==> src/rtl/dma_controller.sv <==
// Single-channel DMA engine: copies a block of words from memory to an
// accelerator, one READ cycle and one WRITE cycle per word. Every output
// is driven from a flop, so the outputs for the next cycle are decided
// from the next state in the combinational block.
module dma_controller #(
    parameter int BYTES_PER_WORD = 4
) (
    input  logic        clk,
    input  logic        reset,
    input  logic        start_transfer,
    input  logic [31:0] src_addr,
    input  logic [31:0] dest_addr,
    input  logic [31:0] transfer_length,
    input  logic [31:0] mem_data_in,
    output logic        dma_busy,
    output logic [31:0] mem_addr,
    output logic        mem_read,
    output logic        mem_write,
    output logic [31:0] mem_data_out,
    output logic [31:0] acc_addr,
    output logic        acc_read,
    output logic        acc_write,
    output logic [31:0] acc_data_out
);

    typedef enum logic [1:0] {IDLE, READ, WRITE} state_t;

    localparam logic [31:0] BPW = 32'(BYTES_PER_WORD);

    state_t      state_q, state_d;
    logic        start_q, start_d;
    logic [31:0] src_q, src_d;
    logic [31:0] dest_q, dest_d;
    logic [31:0] words_q, words_d;
    logic [31:0] offset_q, offset_d;
    logic        busy_q, busy_d;
    logic        mem_read_q, mem_read_d;
    logic        acc_write_q, acc_write_d;
    logic [31:0] mem_addr_q, mem_addr_d;
    logic [31:0] acc_addr_q, acc_addr_d;
    logic [31:0] acc_data_q, acc_data_d;
    logic [31:0] words_calc;
    logic        start_edge;

    // Next-state and next-output decode; outputs follow the state being entered.
    always_comb begin
        state_d     = state_q;
        start_d     = start_transfer;
        src_d       = src_q;
        dest_d      = dest_q;
        words_d     = words_q;
        offset_d    = offset_q;
        busy_d      = 1'b0;
        mem_read_d  = 1'b0;
        acc_write_d = 1'b0;
        mem_addr_d  = mem_addr_q;
        acc_addr_d  = acc_addr_q;
        acc_data_d  = acc_data_q;
        // Round a partial trailing word up to a whole word.
        words_calc  = (transfer_length / BPW)
                    + {31'd0, ((transfer_length % BPW) != 32'd0)};
        start_edge  = start_transfer && !start_q;

        case (state_q)
            IDLE: begin
                if (start_edge && (transfer_length != 32'd0)) begin
                    state_d    = READ;
                    src_d      = src_addr;
                    dest_d     = dest_addr;
                    words_d    = words_calc;
                    offset_d   = 32'd0;
                    busy_d     = 1'b1;
                    mem_read_d = 1'b1;
                    mem_addr_d = src_addr;
                end
            end
            READ: begin
                state_d     = WRITE;
                busy_d      = 1'b1;
                acc_write_d = 1'b1;
                acc_addr_d  = dest_q + offset_q;
                acc_data_d  = mem_data_in;
            end
            WRITE: begin
                offset_d = offset_q + BPW;
                words_d  = words_q - 32'd1;
                if (words_q > 32'd1) begin
                    state_d    = READ;
                    busy_d     = 1'b1;
                    mem_read_d = 1'b1;
                    mem_addr_d = src_q + offset_q + BPW;
                end else begin
                    state_d = IDLE;
                end
            end
            default: state_d = IDLE;
        endcase
    end

    // State, latched transfer context and output registers.
    always_ff @(posedge clk or negedge reset) begin
        if (!reset) begin
            state_q     <= IDLE;
            start_q     <= 1'b0;
            src_q       <= 32'd0;
            dest_q      <= 32'd0;
            words_q     <= 32'd0;
            offset_q    <= 32'd0;
            busy_q      <= 1'b0;
            mem_read_q  <= 1'b0;
            acc_write_q <= 1'b0;
            mem_addr_q  <= 32'd0;
            acc_addr_q  <= 32'd0;
            acc_data_q  <= 32'd0;
        end else begin
            state_q     <= state_d;
            start_q     <= start_d;
            src_q       <= src_d;
            dest_q      <= dest_d;
            words_q     <= words_d;
            offset_q    <= offset_d;
            busy_q      <= busy_d;
            mem_read_q  <= mem_read_d;
            acc_write_q <= acc_write_d;
            mem_addr_q  <= mem_addr_d;
            acc_addr_q  <= acc_addr_d;
            acc_data_q  <= acc_data_d;
        end
    end

    assign dma_busy     = busy_q;
    assign mem_addr     = mem_addr_q;
    assign mem_read     = mem_read_q;
    assign mem_write    = 1'b0;
    assign mem_data_out = 32'd0;
    assign acc_addr     = acc_addr_q;
    assign acc_read     = 1'b0;
    assign acc_write    = acc_write_q;
    assign acc_data_out = acc_data_q;

endmodule

==> config.mk <==
export PLATFORM = sky130hd
export DESIGN_NAME = dma_controller
export DESIGN_NICKNAME = d
export VERILOG_FILES = /design/src/rtl/dma_controller.sv
export SDC_FILE = /design/constraint.sdc
export NUM_CORES = 1
export LEC_CHECK = 0
export CAP_MARGIN = 20
export CORE_ASPECT_RATIO = 1.4
export CORE_UTILIZATION = 57
export CTS_CLUSTER_SIZE = 25
export DETAILED_ROUTE_END_ITERATION = 6
export PLACE_DENSITY = 0.89
export SLEW_MARGIN = 20
export SYNTH_ARGS = -nofsm -noshare
export SYNTH_HDL_FRONTEND = slang
export SYNTH_SLANG_ARGS = --single-unit
==> constraint.sdc <==
create_clock -name clk -period 6.2 [get_ports clk]
set_input_delay 1.24 -clock clk [delete_from_list [all_inputs] [get_ports clk]]
set_output_delay 1.24 -clock clk [all_outputs]
set_load 0.005 [all_outputs]
# Word level (Yosys, flattened, before mapping)
# Cells that the tools add are included.
[op_classes]
n_mux = 15
n_lt_le_gt_ge = 1
add_sub_neg = 6
reduce_logical = 10
n_eq_ne = 4
[op_table]
columns = ["operator", "count"]
rows = [
  ["$pmux W32 S2", 3],
  ["$mux W32", 4],
  ["$add A32 B3 Y32 const B", 2],
  ["$add A32 B32 Y32", 2],
  ["$reduce_bool A32 Y1", 2],
  ["$gt A32 B1 Y1 const B", 1],
  ["$sub A32 B1 Y32 const B", 1],
  ["$add A30 B1 Y31", 1],
  ["$pmux W2 S3", 1],
  ["$mux W1", 4],
  ["$ne A2 B2 Y1 const B", 2],
  ["$reduce_and A2 Y1", 2],
  ["$pmux W1 S3", 1],
  ["$reduce_and A3 Y1", 1],
  ["$eq A2 B1 Y1 const B", 1],
  ["$eq A2 B2 Y1 const B", 1],
  ["$logic_and A1 B1 Y1", 2],
  ["$logic_not A2 Y1", 1],
  ["$mux W2", 1],
  ["$pmux W1 S2", 1],
  ["$reduce_bool A2 Y1", 1],
  ["$logic_not A1 Y1", 1],
]
[totals]
reg_bits = 230
wordCells = 48
out_inout_bits = 133

# Depth between registers and ports, before layout
[depth]
word_depth = 5
mapped_depth = 13

# Worst setup path before layout
# No wires, ideal clock.
[synth_timing]
path_kind = "input -> register"
start = "input transfer_length[1]"
end = "register words_q[28]"
required_ps = 6113
path_stages = 10
setup_slack_ps = 3105
arrival_ps = 3008
path_buffers = 0
path_cell_list = "or2_2 ha_1 ha_1 nand2_1 nor3_1 nand3_1 nor2_1 nand4_1 xor2_1 o211ai_1"
[synth_via]
elab_chain_cells = 4
elab_cells_between_ends = 8
classes_between = "1 x add/sub; 1 x eq/ne; 2 x mux; 4 x reduce/logical"
[synth_lines]
columns = ["element", "line", "text"]
rows = [
  ["from (decl)", "13", "input logic [31:0] transfer_length,"],
  ["$reduce_bool A32 Y1, on equally long branches", "61, 66", ""],
  ["$add A30 B1 Y31 or $logic_and A1 B1 Y1 (tied branches)", "61, 66", ""],
  ["$mux W32 or $ne A2 B2 Y1 (tied branches)", "n/a", ""],
  ["$pmux W32 S2 or $reduce_and A2 Y1 (tied branches)", "n/a", ""],
  ["to (signal assigned)", "120", "words_q <= words_d;"],
  ["to (decl)", "34", "logic [31:0] words_q, words_d;"],
]
# Parallel ways exist; a longest one is shown, timed or not. The select of a mux whose other input is x is not followed.
# A chain may end at the register's enable or synchronous reset.

# Worst setup path after layout
[layout_timing]
start = "input transfer_length[4]"
end = "register words_q[7]"
[layout_via]
elab_chain_cells = 4
elab_cells_between_ends = 7
classes_between = "1 x add/sub; 1 x eq/ne; 2 x mux; 3 x reduce/logical"
[layout_lines]
columns = ["element"]
rows = [
  ["parallel branches: the longest is 4 deep, another holds $add A30 B1 Y31"],
]
# Parallel ways; which one is timed is not known. The select of a mux whose other input is x is not followed.

==> results.ini <==
[yosys]
syn_area_um2 = 13700
synth-main-ff-cell = dfrtp_1
avgSynthCellArea_um2 = 8.56
ys_types = 80
synthArstFlopShare = 1.00
synth_enable_flop_cells = 0
ys_warn_count = 0
syn_inst = 1597
synth_seq_area_share = 0.417
synth-seq-cells = 228

[global_routing]
grt_start_max_net_pins = 131
busiest_layer = met2
use_met2 = 0.527
grt_pass1_vias = 12200
grt_pass1_wl_um = 59100
use_met3 = 0.0364
grt-ovfl-total = 0
grt.met1_usage = 0.353
grt_use_total = 0.297
antenna_found_initial = 0

[cells_and_area]
syn_to_final_growth_pct = 22.8
nNetsFinal = 2018
postLayoutCellArea_um2 = 16800
final_layout_size_suffix_gt1_frac = 0.0426
multiInputGateArea_um2 = 7490
instances_no_fill = 2115
regArea_um2 = 5710
fillCellCount = 1773
diodes = 0

[setup_path]
crit_path_max_fanout = 83
r2r_end = mem_addr[26]
critPathMaxStageDelay_ns = 0.73
r2r_slack_ns = 2.66
end_kind = flop
start_kind = input port
crit_path_frequent_cell = buf_4
reg2reg_from = offset_q[9]
crit_chain = clkdlybuf4s50_1, nor4_1, nand4_1, o21ai_4, buf_4, buf_4, o311ai_0, o211ai_1
arrival_ns = 4.32
cp.required_ns = 6.62
reg2reg_depth = 11
cpMaxStageDelayCell = buf_4
critPathKind = in -> reg

[sta]
tns_ns = 0
finalSetupViolations = 0
period_needed_ns = 3.90
hold_slack_ns = 0.472
worst_slew_pin_slew_ns = 0.899
fin_ws_ns = 2.30
drv_slew = 0
rsz0062_at_grt = no
maxSlewHeadroom = 0.401
hold_violations = 0
max_freq_mhz = 257
clock_skew_ns = 0.0149
min_period_over_period = 0.629

[placed_design]
dp_cells = 2075
hpwl_um = 25900
preCtsSetupSlack_ns = 1.87
io_buffers = 229
postPlaceCellArea_um2 = 16000
gp_congestion = 0.968

[floorplan]
rows = 66
dieArea_um2 = 24600
die_width_um = 133
core-area_um2 = 23400
start_util = 0.585
die_h_um = 185
io_pins = 264

[clocking]
clkLatencyLatePin_ns = 0.52
postCtsResizedCells = 0
htree_levels = 1
clock_sinks = 228
cts_tree = built
path_clk_slew_ns = 0.06
hold_buffers = 0
clock-root-buffer = clkbuf_16
cts_buffer_depth = 3
cts_made_buffers = 22
cts_setup_buffers = 0

[route]
vias_per_cell = 5.87
wirelength_um = 36000
wire_per_inst_um = 17.0
drc_errors = 0
drtIter0Drc = 717
dr_total_vias = 12400
dr.pass1.iters = 5
ant_nets = 0

[hold_path]
min_to = acc_addr[1]
hold_path_depth = 2
hp-class = reg -> reg
hold_start = acc_addr[1]

[outcome]
outcome = finished, final reports clean

[job]
max_cap_viol_count = 0

[power]
leakage_nw = 7.74
max-vdd-ir-drop_mv = 0.171
power_density_nw_per_um2 = 213

cell type report:
cell class,count,share of cell area
flip-flops and latches,228,0.340
inverters,25,0.00559
multi-input cells,1280,0.446
well taps,306,0.0228
repair buffers,236,0.141
clock buffers,33,0.0395
clock inverters,7,0.00566
worst max path at each step:
| stage | to | from | depth (start not counted) | slack (ns) |
|---|---|---|---|---|
| after floorplan | words_q[28] | transfer_length[1] | 10 | 3.11 |
| after global placement | words_q[7] | transfer_length[4] | 8 | 2.03 |
| after detailed placement | words_q[7] | transfer_length[5] | 8 | 1.87 |
| after CTS | words_q[7] | transfer_length[5] | 8 | 2.41 |
| after global routing | words_q[7] | transfer_length[5] | 8 | 2.04 |
| final | words_q[7] | transfer_length[4] | 8 | 2.30 |
kinds of logic after synthesis:
kind of cell	count (synthesis)	share of synthesized area
AO/OA/AOI/OAI	362	0.166
XOR/XNOR	80	0.0513
adder cells (fa/ha/maj)	94	0.0860
buffers and inverters	124	0.0461
flip-flops	228	0.417
multiplexers	6	0.00439
other	1	0.000274
AND/OR/NAND/NOR	702	0.229
placed cells by master, fill, tap and decap left out, types with 16 or more instances in the layout:
master / instances
nand4_1: 16
xor2_1: 39
o21ai_0: 108
nor2_1: 92
nand2_1: 420
a31oi_1: 37
inv_1: 23
ha_1: 94
xnor2_1: 41
o211ai_1: 17
nand3_1: 54
a21o_1: 25
conb_1: 36
clkbuf_16: 23
a21oi_1: 82
and3_1: 21
clkdlybuf4s50_1: 228
nor3_1: 25
dfrtp_1: 228
registers in the layout, summed over array words and instances, names as in the netlist, 2 cells and up:
signal / flops
offset_q: 30
state_q: 2
words_q: 32
mem_addr: 32
dest_q: 32
acc_data_out: 32
src_q: 32
acc_addr: 32
layer usage:
layer | wire [µm] | share of wire | vias up
met5 | 0 | 0 | -
met4 | 1650 | 0.046 | 0
met3 | 2150 | 0.060 | 114
met2 | 18000 | 0.50 | 526
met1 | 14200 | 0.40 | 5856
li1 | - | - | 5916
metrics by stage:
step | utilization | power (mW)
2_1_floorplan | - | 1.91
3_3_place_gp | 0.686 | 2.18
3_5_place_dp | 0.686 | 2.20
4_1_cts | 0.719 | 3.60
5_1_grt | 0.719 | 3.72
6_report | 0.719 | 3.58
power by group:
part	leakage [nW]	internal [mW]	total, mW	switching [mW]
registers	2.69	1.58	1.64	0.0665
clock network	0.370	0.826	1.40	0.574
logic	4.67	0.292	0.533	0.241
total	7.74	2.70	3.58	0.881
cell usage after synthesis (5+ instances only):
| library cell | instances | area share |
|---|---|---|
| o31ai_1 | 11 | 0.0060 |
| o21bai_1 | 8 | 0.0044 |
| xor2_1 | 39 | 0.025 |
| buf_4 | 37 | 0.020 |
| nand2b_1 | 13 | 0.0059 |
| ha_1 | 94 | 0.086 |
| xnor2_1 | 41 | 0.026 |
| a31oi_1 | 37 | 0.017 |
| nor2_1 | 93 | 0.026 |
| a21o_1 | 25 | 0.014 |
| dfrtp_1 | 228 | 0.42 |
| o311ai_0 | 5 | 0.0032 |
| o21ai_1 | 6 | 0.0022 |
| inv_1 | 23 | 0.0063 |
| o21a_1 | 6 | 0.0033 |
| mux2i_1 | 6 | 0.0044 |
| nand4_1 | 16 | 0.0073 |
| nor3_1 | 25 | 0.0092 |
| nand2_1 | 420 | 0.12 |
| a311oi_1 | 8 | 0.0051 |
| o211ai_1 | 17 | 0.0093 |
| and3_1 | 21 | 0.0096 |
| o21ai_0 | 109 | 0.040 |
| clkbuf_1 | 49 | 0.013 |
| a211oi_1 | 13 | 0.0071 |
| nand3b_1 | 6 | 0.0033 |
| a21oi_1 | 82 | 0.030 |
| nand3_1 | 54 | 0.020 |
| buf_1 | 7 | 0.0019 |
| o221ai_1 | 5 | 0.0032 |
| and2_1 | 5 | 0.0023 |
| nor4_1 | 10 | 0.0046 |
critical path, delay by kind of cell:
family                 cells  cell delay, ns
buffers and inverters      3            1.58
and+or+nand+nor            2            0.71
AOI/OAI and AO/OA          3            0.69
No activity file was read; power rests on OpenSTA's default activity.
